## src/rtl/uart_tx_arbiter.sv

```systemverilog
// Round-robin arbiter that shares one UART transmit port between NREQ requesters.
// One byte per grant: setup cycle, one-cycle txclk strobe, then the txready handshake.
module uart_tx_arbiter #(
    parameter int NREQ    = 4,
    parameter int TIMEOUT = 8
) (
    input  logic                    hz100,
    input  logic                    reset,
    input  logic [NREQ-1:0]         req,
    input  logic [8*NREQ-1:0]       reqdata,
    output logic [NREQ-1:0]         ack,
    output logic [7:0]              txdata,
    output logic                    txclk,
    input  logic                    txready,
    output logic                    busy,
    output logic [$clog2(NREQ)-1:0] last_grant,
    output logic [15:0]             sent_count
);

    localparam int GW = $clog2(NREQ);
    localparam int CW = $clog2(TIMEOUT + 1);
    // WAIT_BUSY is left as the counter would step to TIMEOUT-1, so IDLE is
    // re-entered TIMEOUT cycles after the strobe.
    localparam int WAIT_LAST = (TIMEOUT > 1) ? (TIMEOUT - 2) : 0;

    typedef enum logic [2:0] {
        IDLE,
        SETUP,
        STROBE,
        WAIT_BUSY,
        WAIT_READY
    } state_t;

    state_t          state, state_n;
    logic [7:0]      txdata_n;
    logic            txclk_n;
    logic [NREQ-1:0] ack_n;
    logic            busy_n;
    logic [GW-1:0]   last_grant_n;
    logic [15:0]     sent_count_n;
    logic [CW-1:0]   tmo_cnt, tmo_cnt_n;

    logic            win_found;
    logic [GW-1:0]   win_idx;
    logic [GW-1:0]   cand;
    logic [7:0]      win_data;

    // Priority begins just after the last winner and wraps around.
    always_comb begin
        win_found = 1'b0;
        win_idx   = '0;
        cand      = '0;
        for (int k = 1; k <= NREQ; k++) begin
            cand = GW'((int'(last_grant) + k) % NREQ);
            if (!win_found && req[cand]) begin
                win_found = 1'b1;
                win_idx   = cand;
            end
        end
    end

    always_comb begin
        win_data = '0;
        for (int i = 0; i < NREQ; i++) begin
            if (win_idx == GW'(i)) begin
                win_data = reqdata[8*i +: 8];
            end
        end
    end

    always_comb begin
        state_n      = state;
        txdata_n     = txdata;
        txclk_n      = 1'b0;
        ack_n        = '0;
        last_grant_n = last_grant;
        sent_count_n = sent_count;
        tmo_cnt_n    = tmo_cnt;
        case (state)
            IDLE: begin
                if (win_found && txready) begin
                    state_n         = SETUP;
                    txdata_n        = win_data;
                    ack_n[win_idx]  = 1'b1;
                    last_grant_n    = win_idx;
                end
            end
            SETUP: begin
                state_n      = STROBE;
                txclk_n      = 1'b1;
                sent_count_n = sent_count + 16'd1;
            end
            STROBE: begin
                state_n   = WAIT_BUSY;
                tmo_cnt_n = '0;
            end
            WAIT_BUSY: begin
                if (!txready) begin
                    state_n = WAIT_READY;
                end else if (tmo_cnt == CW'(WAIT_LAST)) begin
                    state_n = IDLE;
                end else begin
                    tmo_cnt_n = tmo_cnt + CW'(1);
                end
            end
            WAIT_READY: begin
                if (txready) begin
                    state_n = IDLE;
                end
            end
            default: begin
                state_n = IDLE;
            end
        endcase
        busy_n = (state_n != IDLE);
    end

    // Every output is a register loaded from the next-state logic above.
    always_ff @(posedge hz100 or negedge reset) begin
        if (!reset) begin
            state      <= IDLE;
            txdata     <= 8'h00;
            txclk      <= 1'b0;
            ack        <= '0;
            busy       <= 1'b0;
            last_grant <= GW'(NREQ - 1);
            sent_count <= 16'h0000;
            tmo_cnt    <= '0;
        end else begin
            state      <= state_n;
            txdata     <= txdata_n;
            txclk      <= txclk_n;
            ack        <= ack_n;
            busy       <= busy_n;
            last_grant <= last_grant_n;
            sent_count <= sent_count_n;
            tmo_cnt    <= tmo_cnt_n;
        end
    end

endmodule

```

## config.mk

```make
export PLATFORM = sky130hd
export DESIGN_NAME = uart_tx_arbiter
export DESIGN_NICKNAME = d
export VERILOG_FILES = /design/src/rtl/uart_tx_arbiter.sv
export SDC_FILE = /design/constraint.sdc
export NUM_CORES = 1
export LEC_CHECK = 0
export ABC_AREA = 1
export CORE_UTILIZATION = 46
export CTS_BUF_LIST = sky130_fd_sc_hd__clkbuf_16
export CTS_CLUSTER_DIAMETER = 150
export DETAILED_ROUTE_END_ITERATION = 16
export PLACE_DENSITY_LB_ADDON = 0.2
export SKIP_CTS_REPAIR_TIMING = 1
export SLEW_MARGIN = 15
export SYNTH_ARGS = -nofsm -noshare
export SYNTH_HDL_FRONTEND = slang
export SYNTH_SLANG_ARGS = --single-unit
export TNS_END_PERCENT = 100
```

## constraint.sdc

```tcl
create_clock -name hz100 -period 2.45 [get_ports hz100]
set_input_delay 0.245 -clock hz100 [delete_from_list [all_inputs] [get_ports hz100]]
set_output_delay 0.245 -clock hz100 [all_outputs]
set_load 0.01 [all_outputs]
```

==> results.tsv <==
stage	metric	value	unit
power	clock power share	0.208	
grt	Congestion Overflow GR	0	
timing	Final Cycle Share	0.870	
yosys	count of warnings emitted by yosys	0	
drt	total wire length after detailed routing	5.10	mm
yosys	register bit total from synthesis	39	
timing	final worst clock skew	4.91	ps
die	core footprint	0.00450	mm2
critical_path	data required time of the worst path	2620	ps
clock_network	Inserted Clock Buffers	5	
timing	slew of the pin with the lowest slew margin	867	ps
power	switch share	0.429	
clock_network	clock insertion delay at the later pin of the skew report	280	ps
power	ratio of total power to cell area	1260	mW/mm2
drt	uppermost metal layer occupied by signal nets	met4	
die	starting density of the core	0.492	
timing	Final Slew Violations	0	
drt	number of vias after detailed routing	2044	
die	count of boundary I/O pins	71	
drt	detailed route wirelength on metal2	2.39	mm
timing	post-layout minimum cycle time	2130	ps
status	result of the run	completed	
placed_design	Buffers on Ports	70	
grt	number of global-route vias before repair	1926	
critical_path	category of the critical setup timing path	reg -> reg	
power	Logic pwr share	0.539	
placed_design	Cells after DPL	398	
drt	number of remaining DRC errors	0	
drt	Metal-1 WL	2.37	mm
placed_design	total placed instance area	0.00294	mm2
clock_network	clock tree from TritonCTS	done	
yosys	proportion of synthesized chip area in sequential cells	0.441	
drt	first-pass iteration count of the detailed router	4	
yosys	number of enable flip-flop cells after synthesis	0	
yosys	total standard cell area after synthesis	0.00222	mm2
die	DIE AREA	0.00510	mm2
clock_network	H-Tree Depth	2	
drt	drt initial violations	174	
power	total power	3.96	mW
timing	Final Hold Vio Count	0	
power	net switching power	1.70	mW
timing	# setup viols final	0	
cells_and_area	most used cells in the layout excluding fill and tap cells	nand2_1 (84), clkdlybuf4s50_1 (69), dfrtp_1 (37)	
clock_network	clock transition at the registers of the reported paths	60	ps
grt	overall track demand over capacity in global routing	0.209	
yosys	share of async-settable or async-resettable flops after synthesis	1.00	
cells_and_area	most common library cell in the layout ignoring fill and taps	nand2_1	
power	portion of total power attributed to sequential cells	0.253	
yosys	Synth Net Count	322	
yosys	Post-Synthesis Mean Instance Area	7.92	um2
timing	worst slew slack as a fraction of its limit	0.422	
clock_network	maximum buffer depth of the clock tree	2	
yosys	count of distinct cell types in the synthesized netlist	32	
power	Max VDD drop	0.813	mV
critical_path	maximum fanout along the worst path	16	
cells_and_area	share of post-route cells with drive strength above 1	0.101	
min_path	Worst Hold Class	in -> async	
drt	ratio of routed vias to standard cells	5.01	
yosys	cell count after synthesis	280	
cells_and_area	design area	0.00314	mm2
power	internal power	2.26	mW
drt	mean routed wirelength per cell	12.5	um
run	number of max-cap violations	0	
critical_path	reg-to-reg setup timing slack	320	ps
grt	pin count of the biggest net entering global routing	40	
die	Die Span X	71.4	um
cells_and_area	Non-Filler Instances	408	
critical_path	number of cells on the worst reg-to-reg path	13	
timing	setup repair after global routing missed its margin	no	
critical_path	startpoint type of the worst setup path	flip-flop	
critical_path	data arrival time of the critical path	2300	ps
cells_and_area	antenna diode count	0	
drt	antenna-violating nets left	0	
grt	initial antenna violation count	0	
yosys	dominant synthesized flop cell	dfrtp_1	
placed_design	Detailed Place HPWL	3.80	mm
cells_and_area	area delta synth->final	41.6	%
cells_and_area	final cell utilization of the core	0.697	
placed_design	placer congestion estimate	0.914	
grt	wire length of the first global-routing pass	8.37	mm
cells_and_area	final layout net count	397	
critical_path	Critical Path End Type	flip-flop	
power	Leak Pwr	1.52	nW
clock_network	number of clock sinks	39	
drt	metal3 WL	301	um
die	y dimension of the die	71.4	um
clock_network	Root Driver	clkbuf_16	
timing	Total Neg Setup Slack	0	ps
timing	Achievable Freq	0.469	GHz
die	Placement Rows	24	
## path summary, 6_finish.rpt
path,startpoint,end
setup / recovery,last_grant[0],txdata[7]
hold / removal,reset,ack[1]
setup reg to reg,last_grant[0],txdata[7]
hold reg to reg,sent_count[15],sent_count[15]
max in group asynchronous,reset,sent_count[7]
min in group hz100,sent_count[15],sent_count[15]
## state kept, by name (all words and copies together), names as in the netlist
signal,cells
ack,4
tmo_cnt,4
state,3
sent_count,16
txclk,1
last_grant,2
txdata,8
busy,1
## cell usage after synthesis, types with 2 or more instances
cell,count,area (um2)
nand3_1,31,155
o21ai_0,7,35.0
nor3_1,3,15.0
xnor2_1,6,52.6
nand2_2,4,25.0
nor2_2,3,18.8
a21oi_1,2,10.0
nand2_1,84,315
ha_1,3,37.5
dfrtp_1,37,926
nor2_1,20,75.1
xor2_1,10,87.6
nand4_1,8,50.1
inv_1,28,105
o21ai_1,8,40.0
dfstp_2,2,52.6
nand3_2,2,20.0
buf_6,3,33.8
inv_2,5,18.8
nor2_4,2,22.5
## per-layer routing
layer / global-route usage / vias up
met3: 0.0520 / 5
met4: 0.0600 / 0
met1: 0.276 / 931
li1: - / 1042
met2: 0.344 / 66
met5: 0 / -
## cell type report
type / instances / area (um2)
timing repair buffer: 72 / 711
sequential: 39 / 978
inverter: 34 / 130
clock inverter: 3 / 63.8
fill: 382 / 1360
tap: 52 / 65.1
clock buffer: 5 / 125
multi-input combinational: 203 / 1070
## power by group through the flow
stage	registers, mW	logic (mW)	clock network (mW)
3_5_place_dp	1.03	2.07	0
3_3_place_gp	1.02	2.02	0
2_1_floorplan	1.05	1.46	0
6_report	1.00	2.13	0.826
4_1_cts	1.02	2.09	0.833
5_1_grt	1.02	2.38	0.861
## stage by stage
| step | hold slack [ps] | setup slack, ps |
|---|---|---|
| 2_1_floorplan | -50.6 | 608 |
| 3_3_place_gp | 416 | 338 |
| 3_5_place_dp | 411 | 242 |
| 4_1_cts | 118 | 224 |
| 5_1_grt | 170 | 133 |
| 6_report | 87.0 | 320 |
## cell families (layout without fill, tap and decap cells)
family / count (synthesis) / count (layout) / synth area share
AOI/OAI and AO/OA: 20 / 20 / 0.0508
xor gates and xnor gates: 16 / 16 / 0.0632
adders and majority gates: 3 / 3 / 0.0169
and+or+nand+nor: 164 / 164 / 0.350
buffers and inverters: 38 / 114 / 0.0773
DFF: 39 / 39 / 0.441
## critical path: stages, from the launching register on
cell     delay, ps
dfstp_2        570
inv_2          110
nand2_1        120
nand3_1         80
nand2_1        110
nand3_1        110
nand3_1        150
nand3_4        220
inv_4          160
nand2_2         90
o21ai_1        130
inv_1           50
nand2_1         70
nand2_1         50
(Power assumes the default switching activity.)
